==> config.mk <==
export PLATFORM = sky130hd
export DESIGN_NAME = imem_loader
export DESIGN_NICKNAME = d
export VERILOG_FILES = /design/src/rtl/imem_loader_pkg.sv /design/src/rtl/imem_loader_byte_packer.sv /design/src/rtl/imem_loader.sv
export SDC_FILE = /design/constraint.sdc
export NUM_CORES = 1
export LEC_CHECK = 0
export ABC_AREA = 1
export ABC_CLOCK_PERIOD_IN_PS = 1800
export BUFFER_PORTS_ARGS = -buffer_cell sky130_fd_sc_hd__buf_2
export CAP_MARGIN = 20
export CORE_UTILIZATION = 45
export CTS_CLUSTER_DIAMETER = 80
export DETAILED_ROUTE_END_ITERATION = 7
export PLACE_DENSITY = 0.8
export SYNTH_ARGS = -nofsm -noshare
export SYNTH_HDL_FRONTEND = slang
export SYNTH_HIERARCHICAL = 1
export SYNTH_SLANG_ARGS = --single-unit
==> constraint.sdc <==
create_clock -name clk -period 1.8 [get_ports clk]
set_clock_uncertainty 0.15 [all_clocks]
set_input_delay 0.18 -clock clk [delete_from_list [all_inputs] [get_ports clk]]
set_output_delay 0.18 -clock clk [all_outputs]
set_load 0.05 [all_outputs]
==> src/rtl/imem_loader_pkg.sv <==
`default_nettype none
// +-------------------------------------------------------------------------+
// | imem_loader_pkg: shared state encoding and sizing for the imem loader.   |
// | Rev 1.0                                                                 |
// +-------------------------------------------------------------------------+
package imem_loader_pkg;

  localparam int unsigned DEFAULT_DATA_WIDTH = 32;
  localparam int unsigned BYTES_PER_WORD     = DEFAULT_DATA_WIDTH / 8;
  localparam int unsigned CHECKSUM_WIDTH     = 8;

  typedef enum logic [2:0] {
    ST_IDLE    = 3'd0,
    ST_COLLECT = 3'd1,
    ST_WRITE   = 3'd2,
    ST_CHECK   = 3'd3,
    ST_DONE    = 3'd4
  } state_t;

  function automatic int unsigned bytes_per_word(input int unsigned data_width);
    return data_width / 8;
  endfunction

endpackage
`default_nettype wire

==> src/rtl/imem_loader_byte_packer.sv <==
`default_nettype none
// +-------------------------------------------------------------------------+
// | byte_packer: little-endian byte-to-word assembly with word-complete flag.|
// | Rev 1.0                                                                 |
// +-------------------------------------------------------------------------+
module byte_packer
  import imem_loader_pkg::*;
#(
  parameter int DataWidth = 32
) (
  input  logic                 clk,
  input  logic                 reset_n,
  input  logic                 clear,
  input  logic                 byte_en,
  input  logic [7:0]           byte_data,
  output logic [DataWidth-1:0] word,
  output logic                 word_done
);

  localparam int BPW   = int'(bytes_per_word(DataWidth));
  localparam int CNT_W = (BPW > 1) ? $clog2(BPW) : 1;
  localparam logic [CNT_W-1:0] LAST_BYTE = CNT_W'(BPW - 1);

  logic [CNT_W-1:0]     count;
  logic [DataWidth-1:0] word_next;

  // Shifting in from the top leaves byte 0 in the low lane once the word fills.
  generate
    if (BPW > 1) begin : g_shift
      assign word_next = {byte_data, word[DataWidth-1:8]};
    end else begin : g_single
      assign word_next = byte_data;
    end
  endgenerate

  assign word_done = byte_en && (count == LAST_BYTE);

  always_ff @(posedge clk) begin
    if (!reset_n || clear) begin
      count <= '0;
      word  <= '0;
    end else if (byte_en) begin
      word  <= word_next;
      count <= word_done ? '0 : count + CNT_W'(1);
    end
  end

endmodule
`default_nettype wire

==> src/rtl/imem_loader.sv <==
`default_nettype none
// +-------------------------------------------------------------------------+
// | imem_loader: streams bytes into instruction memory, holds core in reset. |
// | Optional check byte: IMEM_LOADER_CHECKSUM_EN. Rev 1.0                    |
// +-------------------------------------------------------------------------+
module imem_loader
  import imem_loader_pkg::*;
#(
  parameter int DataWidth = 32,
  parameter int Addr      = 8,
  parameter int Depth     = 256
) (
  input  logic                 clk,
  input  logic                 reset_n,
  input  logic                 start,
  input  logic [Addr:0]        load_len,
  input  logic                 byte_valid,
  input  logic [7:0]           byte_data,
  output logic                 byte_ready,
  output logic                 mem_enable,
  output logic [Addr-1:0]      mem_address,
  output logic [DataWidth-1:0] mem_data,
  output logic                 busy,
  output logic                 done,
  output logic                 cpu_hold,
  output logic                 checksum_err
);

  localparam logic [Addr:0] MAX_WORDS = (Addr + 1)'(Depth);
  localparam logic [Addr:0] ONE_WORD  = (Addr + 1)'(1);

  state_t               state;
  logic [Addr:0]        remaining;
  logic [Addr-1:0]      index;
  logic [Addr:0]        word_count;
  logic                 accept;
  logic                 start_ok;
  logic                 pack_en;
  logic                 word_done;
  logic [DataWidth-1:0] packed_word;

  assign accept     = byte_valid && byte_ready;
  assign start_ok   = start && ((state == ST_IDLE) || (state == ST_DONE));
  assign pack_en    = accept && (state == ST_COLLECT);
  assign word_count = (load_len > MAX_WORDS) ? MAX_WORDS : load_len;

  byte_packer #(
    .DataWidth(DataWidth)
  ) u_packer (
    .clk      (clk),
    .reset_n  (reset_n),
    .clear    (start_ok),
    .byte_en  (pack_en),
    .byte_data(byte_data),
    .word     (packed_word),
    .word_done(word_done)
  );

  assign mem_address = index;
  assign mem_data    = packed_word;

  always_ff @(posedge clk) begin
    if (!reset_n) begin
      state      <= ST_IDLE;
      remaining  <= '0;
      index      <= '0;
      byte_ready <= 1'b0;
      mem_enable <= 1'b0;
      busy       <= 1'b0;
      done       <= 1'b0;
      cpu_hold   <= 1'b1;
    end else begin
      case (state)
        ST_IDLE, ST_DONE: begin
          if (start_ok) begin
            index <= '0;
            if (load_len == '0) begin
              state     <= ST_DONE;
              remaining <= '0;
              done      <= 1'b1;
              cpu_hold  <= 1'b0;
            end else begin
              state      <= ST_COLLECT;
              remaining  <= word_count;
              byte_ready <= 1'b1;
              busy       <= 1'b1;
              done       <= 1'b0;
              cpu_hold   <= 1'b1;
            end
          end
        end

        ST_COLLECT: begin
          if (word_done) begin
            state      <= ST_WRITE;
            byte_ready <= 1'b0;
            mem_enable <= 1'b1;
          end
        end

        ST_WRITE: begin
          mem_enable <= 1'b0;
          remaining  <= remaining - ONE_WORD;
          // The index only advances when another word follows, so it never wraps.
          if (remaining > ONE_WORD) begin
            index      <= index + Addr'(1);
            state      <= ST_COLLECT;
            byte_ready <= 1'b1;
          end else begin
`ifdef IMEM_LOADER_CHECKSUM_EN
            state      <= ST_CHECK;
            byte_ready <= 1'b1;
`else
            state      <= ST_DONE;
            busy       <= 1'b0;
            done       <= 1'b1;
            cpu_hold   <= 1'b0;
`endif
          end
        end

`ifdef IMEM_LOADER_CHECKSUM_EN
        ST_CHECK: begin
          if (accept) begin
            state      <= ST_DONE;
            byte_ready <= 1'b0;
            busy       <= 1'b0;
            done       <= 1'b1;
            cpu_hold   <= 1'b0;
          end
        end
`endif

        default: begin
          state      <= ST_IDLE;
          byte_ready <= 1'b0;
          mem_enable <= 1'b0;
          busy       <= 1'b0;
        end
      endcase
    end
  end

`ifdef IMEM_LOADER_CHECKSUM_EN
  logic [CHECKSUM_WIDTH-1:0] sum;
  logic                      sum_err;

  // Check byte is valid when it brings the running modulo-256 sum to zero.
  always_ff @(posedge clk) begin
    if (!reset_n) begin
      sum     <= '0;
      sum_err <= 1'b0;
    end else if (start_ok) begin
      sum     <= '0;
      sum_err <= 1'b0;
    end else if (pack_en) begin
      sum <= sum + byte_data;
    end else if (accept && (state == ST_CHECK)) begin
      sum_err <= (CHECKSUM_WIDTH'(sum + byte_data) != '0);
    end
  end

  assign checksum_err = sum_err;
`else
  assign checksum_err = 1'b0;
`endif

endmodule
`default_nettype wire

# Word-level counts from Yosys, hierarchy flattened
# Index checks and enable logic that the tools add are counted.
totals:
  inputBits: 21
  regBits: 59
classes:
  n_eq_ne: 9
  n_reduce_logical: 18
  mux: 29
  n_bitwise: 2
  add_sub_neg: 3
  order_cmp: 2
op_table:
  columns: ["operator", "count"]
  rows:
  - ["$mux 9", 3]
  - ["$pmux 9 s2", 1]
  - ["$mux 8", 2]
  - ["$pmux 8 s2", 1]
  - ["$mux 3", 4]
  - ["$mux 1", 11]
  - ["$gt 9x1->1 const B", 1]
  - ["$gt 9x9->1 const B", 1]
  - ["$logic_not 9->1", 1]
  - ["$pmux 3 s3", 1]
  - ["$sub 9x1->9 const B", 1]
  - ["$add 8x1->8 const B", 1]
  - ["$reduce_and 4->1", 2]
  - ["$ne 2x2->1 const B", 3]
  - ["$pmux 1 s2", 3]
  - ["$pmux 1 s3", 2]
  - ["$reduce_and 2->1", 3]
  - ["$reduce_and 3->1", 2]
  - ["$logic_and 1x1->1", 4]
  - ["$ne 2x1->1 const B", 2]
  - ["$eq 3x1->1 const B", 1]
  - ["$eq 3x2->1 const B", 1]
  - ["$eq 3x3->1 const B", 1]
  - ["$logic_not 3->1", 1]
  - ["8 further kinds", 10]

# Depth between registers and ports, before layout
logic_depth:
  depth_word: 5
  depth_mapped: 12

# Hierarchy
# Netlist, hierarchy kept.
by_module_without_submodules:
  columns: ["module", "seq_area_each_um2", "cells_per_inst", "area_each_um2", "instances"]
  rows:
  - ["imem_loader", 500.5, 235, 1546.5, 1]
  - ["byte_packer", 680.7, 154, 1468.9, 1]

# Least setup slack after synthesis
# No wires, ideal clock.
synth_path:
  kind: "reg2reg"
  startpoint: "register byte_ready"
  endpoint: "register byte_ready"
  stages_incl_launch_ff: 12
  slack_ps: -116
  period_less_slack_ps: 1916
  n_path_buf: 2
  arrival_time_ps: 1650
  cell_sequence: "dfxtp_1 > nand2_1 > nor2_1 > buf_6 > buf_6 > nand2_1 > inv_1 > nor2_1 > nor2_1 > nand3_1 > nand2_1 > a21oi_1"
synth_via:
  elab_chain_len: 5
synth_rtl:
  columns: ["element", "line", "source"]
  rows:
  - ["start, declared", "imem_loader.sv:19", "output logic byte_ready,"]
  - ["start signal, assigned", "imem_loader.sv:67", "byte_ready <= 1'b0;"]
  - ["start signal, assigned", "imem_loader.sv:85", "byte_ready <= 1'b1;"]
  - ["start signal, assigned", "imem_loader.sv:96", "byte_ready <= 1'b0;"]
  - ["$logic_and 1x1->1", "imem_loader.sv:42", "assign accept = byte_valid && byte_ready;"]
  - ["$logic_and 1x1->1", "imem_loader.sv:44", "assign pack_en = accept && (state == ST_COLLECT);"]
  - ["named net pack_en", "imem_loader.sv:38", "logic pack_en;"]
  - ["$logic_and 1x1->1", "imem_loader_byte_packer.sv:36", "assign word_done = byte_en && (count == LAST_BYTE);"]
  - ["named net word_done", "imem_loader.sv:39", "logic word_done;"]
  - ["$ne 2x1->1 (no source line)", null, null]
  - ["$reduce_and 4->1 (no source line)", null, null]
# The timed path passes the listed nets, and every way through them passes these cells.
# A chain may end at the register's enable or synchronous reset.

# Worst setup path in the final report
layout_path:
  startpoint: "input port load_len[5]"
  endpoint: "register remaining[7]"
layout_via:
  elab_chain_len: 5
layout_rtl:
  columns: ["element", "line", "source"]
  rows:
  - ["start, declared", "imem_loader.sv:16", "input logic [Addr:0] load_len,"]
  - ["$gt 9x9->1", "imem_loader.sv:45", "assign word_count = (load_len > MAX_WORDS) ? MAX_WORDS : load_len;"]
  - ["$mux 9", "imem_loader.sv:45", null]
  - ["$mux 9 (*)", "imem_loader.sv:77", "if (load_len == '0) begin"]
  - ["$mux 9 (*)", "imem_loader.sv:75", "if (start_ok) begin"]
  - ["$pmux 9 s2 (*)", "imem_loader.sv:73", "case (state)"]
  - ["end signal, assigned", "imem_loader.sv:84", "remaining <= word_count;"]
  - ["end signal, assigned", "imem_loader.sv:103", "remaining <= remaining - ONE_WORD;"]
  - ["end, declared", "imem_loader.sv:33", "logic [Addr:0] remaining;"]
# Mark *: on every way between the ends. The rest lies on a longest branch, timed or not. The select of a mux whose other input is x is not followed.

==> impl_results.md <==
- Peak VDD IR: 0.0005178 V
- Clk pin slew, worst setup/hold paths: roughly 0.07 ns
- Vias in the first global route: 2721
- Total GRT Usage: 21.68%
- Die H: approximately 84 um
- Worst path cell trace: dlygate4sd3_1 > buf_2 > nor2_1 > nand2_1 > o21ai_0 > nand3_1 > nand3_1 > nand2_1 > inv_1
- Clock latency on the worst-skew pair: 0.33 ns
- GRT overflow: 0
- Startpoint types: input port
- Design Area, Final: around 3700 um2
- P_leak: approximately 1.6 nW
- NumNets Final: approximately 490
- Status: finished, violations left
- Final WS setup: 0.08690 ns
- Buf+Inv Stages, Crit Path: 3
- Post-synth EDFFs: 0
- Avg Cell Area, Syn: slightly below 8 um2
- Clock sink count: 59
- Area delta synth->final: 23.40%
- Drt total wl: about 7.3 mm
- CTS tree: done
- #FFs+latches synth: 59
- GR Util met2: 34.95%
- Met3 GRT Util: around 5.2%
- Worst setup EP type: register
- TritonCTS Buffers: 9
- IO Pins: 67
- Netlist cell types: 35
- Post-Syn Instances: 389
- First-pass GRT wire length: 12.32 mm
- CP Data Required Time: roughly 1.9 ns
- Synth top area share: between 30% and 40%
- GPL Wtd Cong: ~0.96
- Final ANT Viol Nets: 0
- Worst Min Path Start: load_len[2]
- Drt first-iter violations: 199
- Cell Rows: 29
- Worst Hold Depth: 3
- DRC viols: 2
- Worst-case clock buffer depth: 2
- Failing checks: design-rule violations
- Hold Slack: 0.01040 ns
- Worst R2R Path Depth: 9
- Final Util: 57.94%
- DP Area: 3351 um2
- GR Util met1: a little over a quarter
- Worst Setup Path Type: input port to register
- Die W: 83.86 um
- DP Worst Slack: 0.1783 ns
- Peak Freq: 583.7 MHz
- Largest stage delay, worst path: approximately 0.53 ns
- Register area share after synthesis: around 39%
- Largest net degree at the start of global routing: 37
- 1st-pass router iterations: 6
- Die ar.: between 7000 and 8000 um2
- Initial Util: a little under half
- Most Crowded Layer GR: met2
- Via count: 2799
- Synth area leader: dfxtp_1
- Pwr dens: 979.8 nW/um2
- Syn_nets: roughly 410
- Fraction of layout cells with a size suffix above 1: a little under two fifths
- Synth warnings: 6
- Hold Crit Class: input port to register
- Core area: about 6400 um2
- Primary FF master, synth: dfxtp_1
- Synth cell count leaders: 97 x nand2_1, 59 x dfxtp_1, 34 x a21oi_2, 33 x nand2_2, 32 x inv_1
- Most common cell in the netlist: nand2_1
- Fin. Hold Viols: 0
- Wire per inst: ~13 um
- Crit-path slowest cell: dlygate4sd3_1
- Critical R2R Launch: remaining[0]
- Routed vias/inst: 5.089
- Root buf cell: clkbuf_8
- Final Slew Violations: 0
- Critical path peak fanout: 3
- Worst r2r dst: remaining[4]
- DP Wirelength: about 4.8 mm
- CP top delay family: buffers and inverters
- Worst Path Arrival: about 1.9 ns
- # diodes: 0
- Tmin final: 1.713 ns
- Count of final setup violators: 0
- Hold worst-path end: remaining[2]
- Ys async rst share: 0%
- Total of max-cap violations: 0
- Initial antenna violation count: 0
- Port Buf Inserts: 65
- Clock H-tree levels: 3
- Area contributors post-synth: dfxtp_1 39%, nand2_1 12%, a21oi_2 9.9%
- Worst R2R Setup Slack: about 0.14 ns
- Synthesized area: 3015 um2
- Final period utilization: 95.17%
==> final cells by class <==
| cell class | instances | area (um2) |
|---|---|---|
| fill | 562 | 2701 |
| inverter | 36 | 157.7 |
| sequential | 59 | 1182 |
| timing repair buffer | 83 | 510.5 |
| tap | 77 | 96.34 |
| clock inverter | 7 | 123.9 |
| multi-input combinational | 279 | 1526 |
| clock buffer | 9 | 123.9 |
==> worst max path at each step <==
stage	startpoint	end	slack, ns	cells past startpoint
6_report	load_len[5]	remaining[7]	0.09	9
5_1_grt	remaining[0]	remaining[8]	-0.005	11
4_1_cts	remaining[0]	remaining[8]	0.13	11
3_5_place_dp	remaining[0]	remaining[8]	0.18	11
3_3_place_gp	remaining[0]	remaining[8]	0.20	11
2_1_floorplan	state[0]	byte_ready	0.04	11
==> layer usage <==
layer | share of wire [%] | vias to the layer above | wire length (um)
li1 | - | 1410 | -
met4 | 2.7 | 0 | 194
met5 | 0 | - | 0
met1 | 45 | 1272 | 3255
met2 | 46 | 97 | 3373
met3 | 6.1 | 20 | 444
==> worst reg2reg max path, delay by kind of cell (launching register included) <==
kind	cells	cell delay, ns
buffers and inverters	3	0.29
AO/OA/AOI/OAI	2	0.27
flip-flops	1	0.40
adder cells (fa/ha/maj)	1	0.22
AND/OR/NAND/NOR	3	0.22
==> power breakdown <==
| part | switching (mW) | internal [mW] | leakage [nW] |
|---|---|---|---|
| Sequential | 0.0487 | 1.36 | 0.478 |
| Combinational | 0.490 | 0.231 | 0.961 |
| Clock | 0.586 | 0.932 | 0.120 |
==> state kept, by name, indices dropped and copies added, names as in the netlist <==
register        flops
u_packer/word      32
remaining           9
mem_address         8
state               3
u_packer/count      2
busy                1
byte_ready          1
cpu_hold            1
done                1
mem_enable          1
==> logic make-up after synthesis <==
family / count (synthesis) / synth area share, %
DFF: 59 / 39.17
adders and majority gates: 4 / 1.660
and+or+nand+nor: 203 / 31.62
other: 1 / 0.1244
AOI/OAI and AO/OA: 70 / 16.51
xor gates and xnor gates: 1 / 0.2905
buffers and inverters: 51 / 10.62
==> timing repair <==
item,in CTS,in global routing
hold buffers,10,0
setup endpoints to repair,0,3
endpoints found under the hold margin,10,0
buffers inserted,0,2
gates resized for setup,0,4
==> stage by stage <==
step	instances	TNS, ns	total power [mW]
2_1_floorplan	389	0	1.973
3_3_place_gp	522	0	2.096
3_5_place_dp	522	0	2.109
4_1_cts	548	0	3.637
5_1_grt	550	-0.004858	3.808
6_report	550	0	3.646
==> cells in the final DEF, fill, tap and decap left out, drive strengths merged, types with 7 or more instances in the layout <==
| cell type | n |
|---|---|
| a21oi | 53 |
| clkbuf | 9 |
| dfxtp | 59 |
| dlygate4sd3 | 10 |
| o21ai | 7 |
| inv | 37 |
| nand2 | 132 |
| buf | 73 |
| nand3 | 30 |
| nor2 | 32 |
(Power assumes the default switching activity.)
